**config.mk**
```make
export PLATFORM = sky130hd
export DESIGN_NAME = mask_pop_first_unit
export DESIGN_NICKNAME = d
export VERILOG_FILES = /design/src/rtl/mask_pop_first_unit.sv
export SDC_FILE = /design/constraint.sdc
export NUM_CORES = 1
export LEC_CHECK = 0
export BUFFER_PORTS_ARGS = -buffer_cell sky130_fd_sc_hd__buf_2
export CAP_MARGIN = 20
export CELL_PAD_IN_SITES_DETAIL_PLACEMENT = 1
export CELL_PAD_IN_SITES_GLOBAL_PLACEMENT = 2
export CORE_MARGIN = 1.5
export CORE_UTILIZATION = 34
export CTS_CLUSTER_SIZE = 10
export DETAILED_ROUTE_END_ITERATION = 12
export GPL_TIMING_DRIVEN = 0
export PLACE_DENSITY_LB_ADDON = 0.12
export SYNTH_ARGS = -nofsm -noshare
export SYNTH_HDL_FRONTEND = slang
export SYNTH_SLANG_ARGS = --single-unit
```
**constraint.sdc**
```tcl
create_clock -name clk_i -period 10.5 [get_ports clk_i]
set_input_delay 2.1 -clock clk_i [delete_from_list [all_inputs] [get_ports clk_i]]
set_output_delay 2.1 -clock clk_i [all_outputs]
set_load 0.05 [all_outputs]
```
**src/rtl/mask_pop_first_unit.sv**
```systemverilog
`default_nettype none
// ============================================================================
// Module      : mask_pop_first_unit
// Description : Multi-beat mask reduction for the vector core. It consumes a
//               mask register of up to MAX_VL bits, DATA_WIDTH bits per beat,
//               over a valid/ready stream. In a single pass it produces the
//               population count (vcpop.m) and the index of the lowest active
//               set element (vfirst.m). Each data beat can optionally be ANDed
//               with v0, and elements at or beyond vl are ignored.
// Ports       : clk_i, rst_i        - clock, synchronous active-high reset
//               start_i, vl_i,
//               masked_i            - operation start and its parameters
//               data_valid_i/_ready_o,
//               data_i, mask_i      - beat stream (mask bits plus v0 bits)
//               busy_o, done_o      - status and a one-cycle completion pulse
//               cnt_o, first_found_o,
//               first_idx_o         - results; these hold until the next start
// Options     : MASK_POP_PIPE_EN    - registers the per-beat popcount and
//                                     first-set result before the accumulator.
//                                     This adds one cycle of done_o latency.
// Revision    : 1.0 - initial release
// ============================================================================
module mask_pop_first_unit #(
    parameter int DATA_WIDTH = 32,
    parameter int MAX_VL     = 256,
    parameter int CNT_W      = $clog2(MAX_VL) + 1
) (
    input  logic                  clk_i,
    input  logic                  rst_i,
    input  logic                  start_i,
    input  logic [CNT_W-1:0]      vl_i,
    input  logic                  masked_i,
    input  logic                  data_valid_i,
    output logic                  data_ready_o,
    input  logic [DATA_WIDTH-1:0] data_i,
    input  logic [DATA_WIDTH-1:0] mask_i,
    output logic                  busy_o,
    output logic                  done_o,
    output logic [CNT_W-1:0]      cnt_o,
    output logic                  first_found_o,
    output logic [CNT_W-1:0]      first_idx_o
);

    localparam int c_POP_W = $clog2(DATA_WIDTH) + 1;
    localparam int c_IDX_W = $clog2(DATA_WIDTH);

    localparam logic [1:0] c_ST_IDLE  = 2'd0;
    localparam logic [1:0] c_ST_RUN   = 2'd1;
    localparam logic [1:0] c_ST_DONE  = 2'd2;
`ifdef MASK_POP_PIPE_EN
    localparam logic [1:0] c_ST_DPEND = 2'd3;
`endif

    logic [1:0]       r_state;
    logic [CNT_W-1:0] r_vl_eff;
    logic             r_masked;
    logic [CNT_W-1:0] r_base;      // element index of bit 0 of the current beat
    logic [CNT_W-1:0] r_cnt;
    logic             r_found;
    logic [CNT_W-1:0] r_idx;
    logic             r_done;

    logic [DATA_WIDTH-1:0] w_eff;
    logic [c_POP_W-1:0]    w_pop;
    logic [c_IDX_W-1:0]    w_low;
    logic                  w_any;
    logic                  w_last;
    logic                  w_accept;
    logic [CNT_W-1:0]      w_first_idx;
    logic [CNT_W-1:0]      w_vl_eff;

    // Signals that feed the accumulator, taken either directly from the
    // current beat or from the optional pipeline register.
    logic                  w_acc_en;
    logic [c_POP_W-1:0]    w_acc_pop;
    logic                  w_acc_any;
    logic [CNT_W-1:0]      w_acc_idx;

    assign w_accept = data_valid_i && (r_state == c_ST_RUN);
    assign w_vl_eff = (vl_i > CNT_W'(MAX_VL)) ? CNT_W'(MAX_VL) : vl_i;

    // One extra bit so that base + DATA_WIDTH cannot wrap on the final beat.
    assign w_last = ({1'b0, r_base} + (CNT_W+1)'(DATA_WIDTH)) >= {1'b0, r_vl_eff};

    always_comb begin
        w_eff = '0;
        w_pop = '0;
        w_low = '0;
        for (int j = 0; j < DATA_WIDTH; j++) begin
            w_eff[j] = data_i[j]
                     & (r_masked ? mask_i[j] : 1'b1)
                     & (({1'b0, r_base} + (CNT_W+1)'(j)) < {1'b0, r_vl_eff});
        end
        for (int j = 0; j < DATA_WIDTH; j++) begin
            w_pop = w_pop + c_POP_W'(w_eff[j]);
        end
        // Scan from the top so that the lowest set bit is assigned last.
        for (int j = DATA_WIDTH - 1; j >= 0; j--) begin
            if (w_eff[j]) begin
                w_low = c_IDX_W'(j);
            end
        end
    end

    assign w_any       = |w_eff;
    assign w_first_idx = r_base + CNT_W'(w_low);

`ifdef MASK_POP_PIPE_EN
    logic               r_p_valid;
    logic [c_POP_W-1:0] r_p_pop;
    logic               r_p_any;
    logic [CNT_W-1:0]   r_p_idx;

    always_ff @(posedge clk_i) begin
        if (rst_i) begin
            r_p_valid <= 1'b0;
            r_p_pop   <= '0;
            r_p_any   <= 1'b0;
            r_p_idx   <= '0;
        end else begin
            r_p_valid <= w_accept;
            if (w_accept) begin
                r_p_pop <= w_pop;
                r_p_any <= w_any;
                r_p_idx <= w_first_idx;
            end
        end
    end

    assign w_acc_en  = r_p_valid;
    assign w_acc_pop = r_p_pop;
    assign w_acc_any = r_p_any;
    assign w_acc_idx = r_p_idx;
`else
    assign w_acc_en  = w_accept;
    assign w_acc_pop = w_pop;
    assign w_acc_any = w_any;
    assign w_acc_idx = w_first_idx;
`endif

    always_ff @(posedge clk_i) begin
        if (rst_i) begin
            r_state  <= c_ST_IDLE;
            r_vl_eff <= '0;
            r_masked <= 1'b0;
            r_base   <= '0;
            r_cnt    <= '0;
            r_found  <= 1'b0;
            r_idx    <= '0;
            r_done   <= 1'b0;
        end else begin
            r_done <= 1'b0;

            // Beats reach the accumulator in order, so the first beat with an
            // active set bit wins. Later beats never overwrite the index.
            if (w_acc_en) begin
                r_cnt <= r_cnt + CNT_W'(w_acc_pop);
                if (!r_found && w_acc_any) begin
                    r_found <= 1'b1;
                    r_idx   <= w_acc_idx;
                end
            end

            case (r_state)
                c_ST_IDLE: begin
                    if (start_i) begin
                        r_vl_eff <= w_vl_eff;
                        r_masked <= masked_i;
                        r_base   <= '0;
                        r_cnt    <= '0;
                        r_found  <= 1'b0;
                        r_idx    <= '0;
                        if (w_vl_eff == '0) begin
                            r_state <= c_ST_DONE;
                            r_done  <= 1'b1;
                        end else begin
                            r_state <= c_ST_RUN;
                        end
                    end
                end
                c_ST_RUN: begin
                    if (w_accept) begin
                        r_base <= r_base + CNT_W'(DATA_WIDTH);
                        if (w_last) begin
`ifdef MASK_POP_PIPE_EN
                            r_state <= c_ST_DPEND;
`else
                            r_state <= c_ST_DONE;
                            r_done  <= 1'b1;
`endif
                        end
                    end
                end
`ifdef MASK_POP_PIPE_EN
                // The final beat is still in the pipeline register here. It is
                // accumulated this cycle, so the results are ready with done_o.
                c_ST_DPEND: begin
                    r_state <= c_ST_DONE;
                    r_done  <= 1'b1;
                end
`endif
                c_ST_DONE: begin
                    r_state <= c_ST_IDLE;
                end
                default: begin
                    r_state <= c_ST_IDLE;
                end
            endcase
        end
    end

    assign data_ready_o  = (r_state == c_ST_RUN);
    assign busy_o        = (r_state != c_ST_IDLE);
    assign done_o        = r_done;
    assign cnt_o         = r_cnt;
    assign first_found_o = r_found;
    assign first_idx_o   = r_idx;

endmodule
`default_nettype wire

```
==> flow_summary_export.csv, run 1 <==
group,metric,value,unit
clock_tree,post_cts_resized,0,
clock_tree,cts_max_path_buffers,2,
setup_path,rrSetupSlack,2.79,ns
die,ioPinCount,100,
placement,io_buffers,99,
setup_path,reg2reg_from,"r_base[7]$_SDFFE_PP0P_",
grt,antenna_found_initial,0,
grt,grt_max_degree,12,
setup_path,cp-start-kind,"primary input",
clock_tree,cts_setup_buffers,0,
setup_path,critPathCapture,"cnt_o[7]$_SDFF_PP0_",
yosys,ys_seq_elements,36,
timing,max_freq,127.7,MHz
timing,final-hold-violation-count,0,
yosys,seq_area_frac_synth,0.1722,
die,dieWidth,113.9,um
setup_path,critPathCaptureType,"flip-flop",
grt,grt_pass1_vias,4501,
routing,drc,0,
final_layout,n_antenna_cell,0,
hold_path,hp-start,"first_idx_o[4]$_SDFF_PP0_",
yosys,avgSynthCellArea,7.970,um2
routing,wl_per_cell,19.61,um
clock_tree,cts_made_buffers,5,
die,coreArea,0.01201,mm2
timing,fin_skew,0.003096,ns
clock_tree,htree_levels,2,
routing,vias,4360,
power,p_leak,2.407,nW
yosys,syn-num-nets,663,
grt,grt_pass1_wl,24.08,mm
yosys,mappedNetlistArea,0.004184,mm2
routing,drtIter0Drc,180,
run,maxCapViolations,0,
routing,drtPass1Iterations,4,
yosys,ys.flop_type,"dfxtp_1",
clock_tree,clock_latency,0.29,ns
timing,min_period,7.831,ns
final_layout,final_util,0.4191,
clock_tree,clk_pin_slew,0.05,ns
die,rows,40,
placement,dp_cells,772,
timing,setup_slack,2.669,ns
timing,hold_ws,0.4685,ns
die,start_util,0.3483,
timing,slew_headroom,0.4236,
setup_path,worstPathMaxFanout,4,
setup_path,rr_endpoint,"cnt_o[7]$_SDFF_PP0_",
yosys,synth_edf_count,0,
die,dieHeight,113.9,um
die,die_area,0.01298,mm2
yosys,ys_warn_count,0,
setup_path,crit_arrival,7.98,ns
clock_tree,root_buffer,"clkbuf_16",
grt,overflow,0,
setup_path,path_class,"in -> reg",
timing,rsz0062_at_grt,"false",
clock_tree,clkSinkCount,36,
outcome,status,"finished, final reports clean",
final_layout,layout.nets,770,
placement,gp_congestion,0.8980,
hold_path,hold_path_class,"reg -> reg",
placement,hpwl,12.68,mm
clock_tree,ctsHoldBuffers,0,
yosys,synth_cells,525,
grt,grt_usage,0.2403,
final_layout,final.fill_count,1510,
timing,finalCritPeriodShare,0.7458,
timing,slew_viol_final,0,
routing,antenna_left,0,
setup_path,crit_required,10.65,ns
routing,drt-total-wl,15.30,mm
final_layout,layout-drive-gt1-share,0.2117,
clock_tree,cts_tree,"yes",
power,ir_drop,133.8,uV
setup_path,startpoint,"mask_i[16]",
final_layout,final_cells,780,
timing,tightest_slew,0.8614,ns
yosys,synth-async-reset-ratio,0,
timing,fin_tns_setup,0,ns
yosys,synth.distinct_cells,67,
routing,vias_per_cell,5.590,
hold_path,holdPathStages,2,
placement,pre_cts_slack,2.383,ns
setup_path,rr_worst_depth,24,
power,p_per_area,225.5,mW/mm2
final_layout,syn_to_final_growth,20.31,%
timing,setup_violations,0,
==> power by group <==
part	internal, mW	total, mW	switching [mW]
Combinational	0.328	0.811	0.483
Sequential	0.145	0.153	0.00806
Clock	0.112	0.171	0.0594
Total	0.585	1.14	0.550
==> cell families (layout without fill, tap and decap cells) <==
group,count (synthesis),count (layout),synth area share
DFF,36,36,0.1722
and+or+nand+nor,161,161,0.2028
muxes,4,4,0.009570
AOI/OAI and AO/OA,179,179,0.2940
buffers and inverters,73,181,0.07147
other,1,1,0.0008963
xor gates and xnor gates,11,11,0.02303
adders and majority gates,60,60,0.2261
==> worst min path at each step <==
stage / end / slack [ns]
floorplan: done_o$_SDFF_PP0_ / 0.44
global placement: first_idx_o[4]$_SDFF_PP0_ / 0.45
detailed placement: first_idx_o[4]$_SDFF_PP0_ / 0.46
CTS: done_o$_SDFF_PP0_ / 0.47
global route: cnt_o[4]$_SDFF_PP0_ / 0.49
finish: first_idx_o[4]$_SDFF_PP0_ / 0.47
==> layout make-up <==
class | count | area (um2) | share of cell area
plain buffers | 24 | 115.1 | 0.02287
inverters | 49 | 183.9 | 0.03654
multi-input cells | 416 | 3166 | 0.6289
flip-flops and latches | 36 | 720.7 | 0.1432
repair buffers | 100 | 500.5 | 0.09943
well taps | 147 | 183.9 | 0.03654
clock buffers | 6 | 128.9 | 0.02560
clock inverters | 2 | 35.03 | 0.006960
==> placed cells by master, fill, tap and decap left out, types with 13 or more instances in the layout <==
cell type and n:
buf_2 108, inv_1 46, nor2_1 44, a21oi_1 36, dfxtp_1 36, nand2_1 34
o21ai_0 34, ha_1 34, fa_1 26, nand2b_1 16, clkbuf_1 15, a21o_1 13
==> layer usage <==
layer / up-vias / global-route usage / wire (um)
met5: - / 0 / 0
met3: 30 / 0.02391 / 654
met4: 0 / 0.08333 / 455
met1: 2094 / 0.3215 / 7171
met2: 119 / 0.4048 / 7016
li1: 2117 / - / -
==> flip-flops by register name, summed over array words and instances, names as in the netlist <==
register	flops
cnt_o	9
first_idx_o	9
r_vl_eff	9
r_base	4
r_state	2
done_o	1
first_found_o	1
r_masked	1
==> critical path, cell delays in order <==
cell	delay (ns)
buf_2	0.11
o221ai_1	0.54
fa_1	0.54
fa_1	0.56
inv_1	0.06
fa_1	0.50
inv_1	0.05
fa_1	0.48
fa_1	0.57
inv_1	0.07
fa_1	0.53
fa_1	0.47
a21o_1	0.20
a21oi_1	0.26
o21bai_1	0.11
a21oi_1	0.22
nor2b_1	0.07
o21a_1	0.16
o21ai_0	0.18
xor2_1	0.17
nor2_1	0.06
==> synth_stat cells (9+ instances only) <==
| cell type | count | area (um2) |
|---|---|---|
| inv_1 | 46 | 172.7 |
| nor2_1 | 44 | 165.2 |
| a211oi_1 | 10 | 75.07 |
| ha_1 | 34 | 425.4 |
| o21a_1 | 10 | 75.07 |
| a31oi_1 | 9 | 56.30 |
| dfxtp_1 | 36 | 720.7 |
| clkbuf_1 | 14 | 52.55 |
| a21o_1 | 13 | 97.59 |
| fa_1 | 26 | 520.5 |
| o21ai_0 | 34 | 170.2 |
| a21oi_1 | 36 | 180.2 |
| nand2b_1 | 16 | 100.1 |
| nand2_1 | 34 | 127.6 |
==> per-stage QoR <==
stage | power (mW) | cell area [um2]
floorplan | 0.7231 | 4184
global placement | 0.9125 | 4863
detailed placement | 0.9626 | 4870
CTS | 1.149 | 5034
global route | 1.253 | 5034
finish | 1.135 | 5034
(Power assumes the default switching activity.)
==> run 2: changes to the inputs <==
- CORE_UTILIZATION: 34 -> 32
- clock period: 10.5 -> 7.6 ns (I/O delays scaled with it)
==> run 2 against run 1 <==
Sequential power rose by 39%. Power rose by 37%. Combinational power is 37% higher. Critical path depth rose by 4. Critical path type is now reg -> reg. First-iteration DRC count increased by 1.1%. Register-to-register slack worse by 2.4 ns. Hold slack got worse by 0.016 ns. Routed wire length rose by 2.9%. Via count grew 0.96%. Final cell count is 3.3% higher. Global-route usage shrank 0.82 points. Die area grew 6.1%.
==> flow_summary_export.csv, run 2 (synthesized netlist as in run 1, its figures left out) <==
group,metric,value,unit
outcome,status,"finished, final reports clean",
timing,setup_violations,0,
power,p_leak,2.420,nW
setup_path,crit_required,7.75,ns
hold_path,holdPathStages,2,
placement,io_buffers,99,
timing,setup_slack,0.3604,ns
timing,rsz0062_at_grt,"false",
placement,gp_congestion,0.9045,
clock_tree,clk_pin_slew,0.06,ns
timing,min_period,7.240,ns
clock_tree,root_buffer,"clkbuf_16",
grt,grt_max_degree,12,
final_layout,layout.nets,771,
clock_tree,cts_tree,"yes",
setup_path,rrSetupSlack,0.36,ns
clock_tree,cts_made_buffers,5,
timing,slew_viol_final,0,
setup_path,rr_endpoint,"cnt_o[7]$_SDFF_PP0_",
timing,finalCritPeriodShare,0.9526,
final_layout,syn_to_final_growth,23.33,%
die,dieWidth,117.3,um
die,die_area,0.01377,mm2
routing,drc,0,
final_layout,n_antenna_cell,0,
placement,pre_cts_slack,-0.1515,ns
run,maxCapViolations,0,
timing,tightest_slew,0.8231,ns
grt,overflow,0,
timing,final-hold-violation-count,0,
setup_path,cp-start-kind,"flip-flop",
routing,vias,4402,
clock_tree,ctsHoldBuffers,0,
routing,wl_per_cell,19.54,um
die,coreArea,0.01267,mm2
power,ir_drop,212.0,uV
hold_path,min_to,"first_idx_o[4]$_SDFF_PP0_",
timing,max_freq,138.1,MHz
hold_path,hp-start,"first_idx_o[4]$_SDFF_PP0_",
hold_path,hold_path_class,"reg -> reg",
final_layout,layout-drive-gt1-share,0.2350,
setup_path,path_class,"reg -> reg",
die,dieHeight,117.3,um
timing,hold_ws,0.4522,ns
final_layout,final_common_cell,"buf_2",
clock_tree,clock_latency,0.28,ns
die,rows,41,
grt,antenna_found_initial,0,
die,start_util,0.3302,
die,ioPinCount,100,
placement,hpwl,12.95,mm
clock_tree,cts_max_path_buffers,2,
routing,drt-total-wl,15.75,mm
timing,fin_tns_setup,0,ns
setup_path,worstPathMaxFanout,8,
clock_tree,clkSinkCount,36,
routing,vias_per_cell,5.462,
routing,antenna_left,0,
setup_path,critPathCaptureType,"flip-flop",
setup_path,crit_arrival,7.39,ns
final_layout,stdcell_area,0.005160,mm2
timing,slew_headroom,0.4512,
routing,drtIter0Drc,182,
timing,fin_skew,0.007819,ns
placement,dpl_cell_area,0.004907,mm2
setup_path,rr_worst_depth,25,
final_layout,layout_common_cells,"buf_2, inv_1, nor2_1",
setup_path,reg2reg_from,"r_base[8]$_SDFFE_PP0P_",
power,p_per_area,301.6,mW/mm2
grt,grt_usage,0.2322,
clock_tree,htree_levels,2,
routing,drtPass1Iterations,4,
grt,grt_pass1_wl,25.23,mm
power,p_total,1.556,mW
grt,grt_pass1_vias,4707,
## run 2: cell types whose count changed in the layout (fill, tap and decap cells not counted), moves of 2 or more
cell       delta
o21ai_1       +2
o2111ai_1     -2
o2111ai_2     +2
ha_1          -2
a211oi_1      -2
buf_2         -2
o21ai_0       -2
a21oi_1       -2
a21oi_2       +2
## run 2: how the worst max path moves through the flow
stage               cells after the start             endpoint              startpoint  slack [ns]
finish                                 25  cnt_o[7]$_SDFF_PP0_  r_base[8]$_SDFFE_PP0P_        0.36
global route                           28  cnt_o[8]$_SDFF_PP0_  r_base[5]$_SDFFE_PP0P_        0.01
CTS                                    25  cnt_o[7]$_SDFF_PP0_  r_base[8]$_SDFFE_PP0P_       0.002
detailed placement                     24  cnt_o[7]$_SDFF_PP0_  r_base[7]$_SDFFE_PP0P_       -0.15
global placement                       24  cnt_o[7]$_SDFF_PP0_  r_base[7]$_SDFFE_PP0P_        -0.1
floorplan                              25  cnt_o[7]$_SDFF_PP0_  r_base[8]$_SDFFE_PP0P_        0.59
## run 2: critical path: stages (launching register included)
cell and delay (ns):
dfxtp_1 0.33, clkbuf_4 0.21, clkbuf_1 0.16, ha_4 0.23, and3_4 0.21, a221o_2 0.39, or2_2 0.34, a211oi_4 0.28
fa_1 0.45, inv_1 0.08, fa_1 0.44, fa_1 0.57, fa_1 0.45, fa_1 0.56, inv_1 0.07, fa_1 0.51
fa_1 0.45, a21o_1 0.19, a21oi_1 0.25, o21bai_1 0.12, a21oi_2 0.20, nor2b_1 0.07, o21a_1 0.16, o21ai_1 0.16
xor2_1 0.19, nor2_1 0.06
## run 2: metal layers
layer,GRT usage,up-vias,share of wire
met2,0.3901,135,0.47
li1,-,2119,-
met3,0.04377,29,0.058
met1,0.2918,2119,0.44
met4,0.09491,0,0.037
met5,0,-,0
## run 2: timing repair
| action | 4_1_cts | 5_1_grt |
|---|---|---|
| pin swaps | 0 | 3 |
| gates resized for setup | 4 | 16 |
| setup endpoints to repair | 3 | 3 |
| cloned | 0 | 0 |
| setup buffers | 0 | 1 |
## run 2: where the power goes
| part | total [mW] | switching [mW] | internal (mW) |
|---|---|---|---|
| sequential | 0.212 | 0.0108 | 0.201 |
| clock | 0.235 | 0.0805 | 0.154 |
| combinational | 1.11 | 0.656 | 0.453 |
## run 2: metrics by stage
step	util	cells
after floorplan	-	525
after global placement	0.3863	796
after detailed placement	0.3873	797
after CTS	0.4013	805
after global routing	0.4072	806
final	0.4072	806
## run 2: cell type report
cell class | count | area [um2]
fill | 1594 | 7511
multi-input combinational | 416 | 3243
sequential | 36 | 721.9
timing repair buffer | 101 | 514.2
tap | 172 | 215.2
inverter | 49 | 183.9
clock buffer | 6 | 128.9
buffer | 24 | 117.6
clock inverter | 2 | 35.03
==> run 3: changes to the inputs <==
- CAP_MARGIN: 20 -> unset
- CORE_MARGIN: 1.5 -> 2
==> run 3 against run 2 <==
Die area increased by 1.7%. First-iteration DRC count decreased by 6.6%. Routed wire length about the same. Sequential power about the same. Largest cell class unchanged. Via count decreased by 0.34%. Non-clock buffer count unchanged. Register-to-register slack got worse by 0.03 ns. Design area decreased by 0.32%. Clock skew decreased by 0.0027 ns.
==> flow_summary_export.csv, run 3 (synthesized netlist as in run 1, its figures left out) <==
group,metric,value,unit
die,dieWidth,118.3,um
die,dieHeight,118.3,um
grt,grt_pass1_vias,4734,
clock_tree,ctsHoldBuffers,0,
die,rows,41,
clock_tree,clk_pin_slew,0.06,ns
final_layout,register_area,723.2,um2
routing,drc,0,
grt,antenna_found_initial,0,
grt,grt_pass1_wl,25.29,mm
outcome,status,"finished, final reports clean",
clock_tree,clock_latency,0.29,ns
setup_path,startpoint,"r_base[8]$_SDFFE_PP0P_",
final_layout,n_antenna_cell,0,
routing,drt-total-wl,15.74,mm
timing,max_freq,137.5,MHz
die,coreArea,0.01267,mm2
placement,dp_cells,797,
clock_tree,htree_levels,2,
routing,wl_per_cell,19.53,um
clock_tree,cts_tree,"yes",
grt,grt_max_degree,12,
timing,fin_skew,0.005096,ns
final_layout,final_common_cell,"buf_2",
final_layout,stdcell_area,0.005144,mm2
setup_path,critPathSlowestCell,"fa_1",
setup_path,cp_top_family,"adder cells",
setup_path,reg2reg_from,"r_base[8]$_SDFFE_PP0P_",
final_layout,final_cells,806,
placement,hpwl,13.04,mm
hold_path,hp-start,"first_idx_o[4]$_SDFF_PP0_",
timing,fin_tns_setup,0,ns
setup_path,path_class,"reg -> reg",
routing,antenna_left,0,
die,ioPinCount,100,
die,die_area,0.01401,mm2
power,ir_drop,281.1,uV
timing,slew_viol_final,0,
final_layout,layout_common_cells,"buf_2, inv_1, nor2_1",
setup_path,crit_arrival,7.43,ns
hold_path,hold_path_class,"reg -> reg",
final_layout,final.fill_count,1611,
timing,rsz0062_at_grt,"false",
setup_path,cpMostUsedCell,"fa_1",
clock_tree,cts_max_path_buffers,2,
clock_tree,root_buffer,"clkbuf_16",
final_layout,layout-drive-gt1-share,0.2350,
placement,gp_congestion,0.9179,
timing,slew_headroom,0.5059,
routing,drtIter0Drc,170,
timing,final-hold-violation-count,0,
power,p_leak,2.421,nW
final_layout,multi_input_area,0.003232,mm2
die,start_util,0.3302,
routing,vias,4387,
setup_path,max_stage_delay,0.57,ns
placement,dpl_cell_area,0.004901,mm2
setup_path,critPathCaptureType,"flip-flop",
setup_path,worstPathMaxFanout,8,
clock_tree,cts_made_buffers,5,
routing,drtPass1Iterations,4,
grt,grt_usage,0.2301,
timing,setup_violations,0,
timing,finalCritPeriodShare,0.9571,
final_layout,syn_to_final_growth,22.94,%
power,p_per_area,304.5,mW/mm2
setup_path,cp-start-kind,"flip-flop",
placement,io_buffers,99,
final_layout,layout.nets,771,
routing,vias_per_cell,5.443,
grt,overflow,0,
run,maxCapViolations,0,
setup_path,crit_required,7.76,ns
timing,tightest_slew,0.7384,ns
setup_path,crit_buf_inv,5,
timing,min_period,7.274,ns
clock_tree,clkSinkCount,36,
## run 3: worst paths after layout
| path | end | slack [ns] | depth (start not counted) |
|---|---|---|---|
| max | cnt_o[8]$_SDFF_PP0_ | 0.33 | 26 |
| min | first_idx_o[4]$_SDFF_PP0_ | 0.46 | 2 |
| max reg2reg | cnt_o[8]$_SDFF_PP0_ | 0.33 | 26 |
| min reg2reg | first_idx_o[4]$_SDFF_PP0_ | 0.46 | 2 |
## run 3: routing by layer
layer	routed length, um	global-route usage	share of wire	up-vias
met3	930	0.04923	0.059	23
li1	-	-	-	2119
met1	7016	0.2908	0.45	2110
met2	7396	0.3833	0.47	135
met5	0	0	0	-
met4	400	0.08584	0.025	0
## run 3: metrics by stage
step / power (mW) / hold slack (ns) / setup WS [ns] / utilization
final: 1.566 / 0.4616 / 0.3262 / 0.4059
after global routing: 1.744 / 0.4944 / 0.009557 / 0.4059
after CTS: 1.565 / 0.4662 / 0.03682 / 0.4014
after detailed placement: 1.304 / 0.4529 / -0.1664 / 0.3868
after global placement: 1.259 / 0.4463 / -0.08237 / 0.3863
after floorplan: 0.9990 / 0.4411 / 0.5919 / -
## run 3: what timing repair did
action | CTS | global route
endpoints found under the setup margin | 3 | 3
hold endpoints to repair | 0 | 0
pin swaps | 0 | 3
resized for setup | 5 | 15
setup buffers | 0 | 1
## run 3: worst reg2reg max path, stage by stage (launching register included)
cell and delay (ns):
dfxtp_1 0.34, clkbuf_4 0.21, clkbuf_1 0.12, ha_2 0.30, and3_4 0.22, a221o_2 0.42, a211oi_1 0.49, fa_1 0.51
inv_1 0.10, fa_1 0.42, fa_1 0.56, fa_1 0.44, fa_1 0.57, inv_1 0.06, fa_1 0.51, fa_1 0.46
inv_1 0.08, fa_1 0.18, nor2b_1 0.06, o21ai_0 0.16, nand2b_1 0.11, a21o_1 0.19, a21o_1 0.20, a21oi_1 0.15
nor2_1 0.07, xnor2_1 0.13, nor2_1 0.05
## run 3: report_power, final
part	total [mW]	switching, mW	leakage, nW	internal (mW)
clock network	0.239	0.0844	0.0808	0.154
logic	1.12	0.656	2.05	0.460
registers	0.212	0.0110	0.293	0.201
total	1.57	0.752	2.42	0.815
## run 3: final cells by class
cell class,count,area share
Multi-Input combinational cell,416,0.6283
Timing Repair Buffer,101,0.09876
Inverter,49,0.03576
Sequential cell,36,0.1406
Clock buffer,6,0.02505
Clock inverter,2,0.006811
Buffer,24,0.02287
Tap cell,172,0.04184
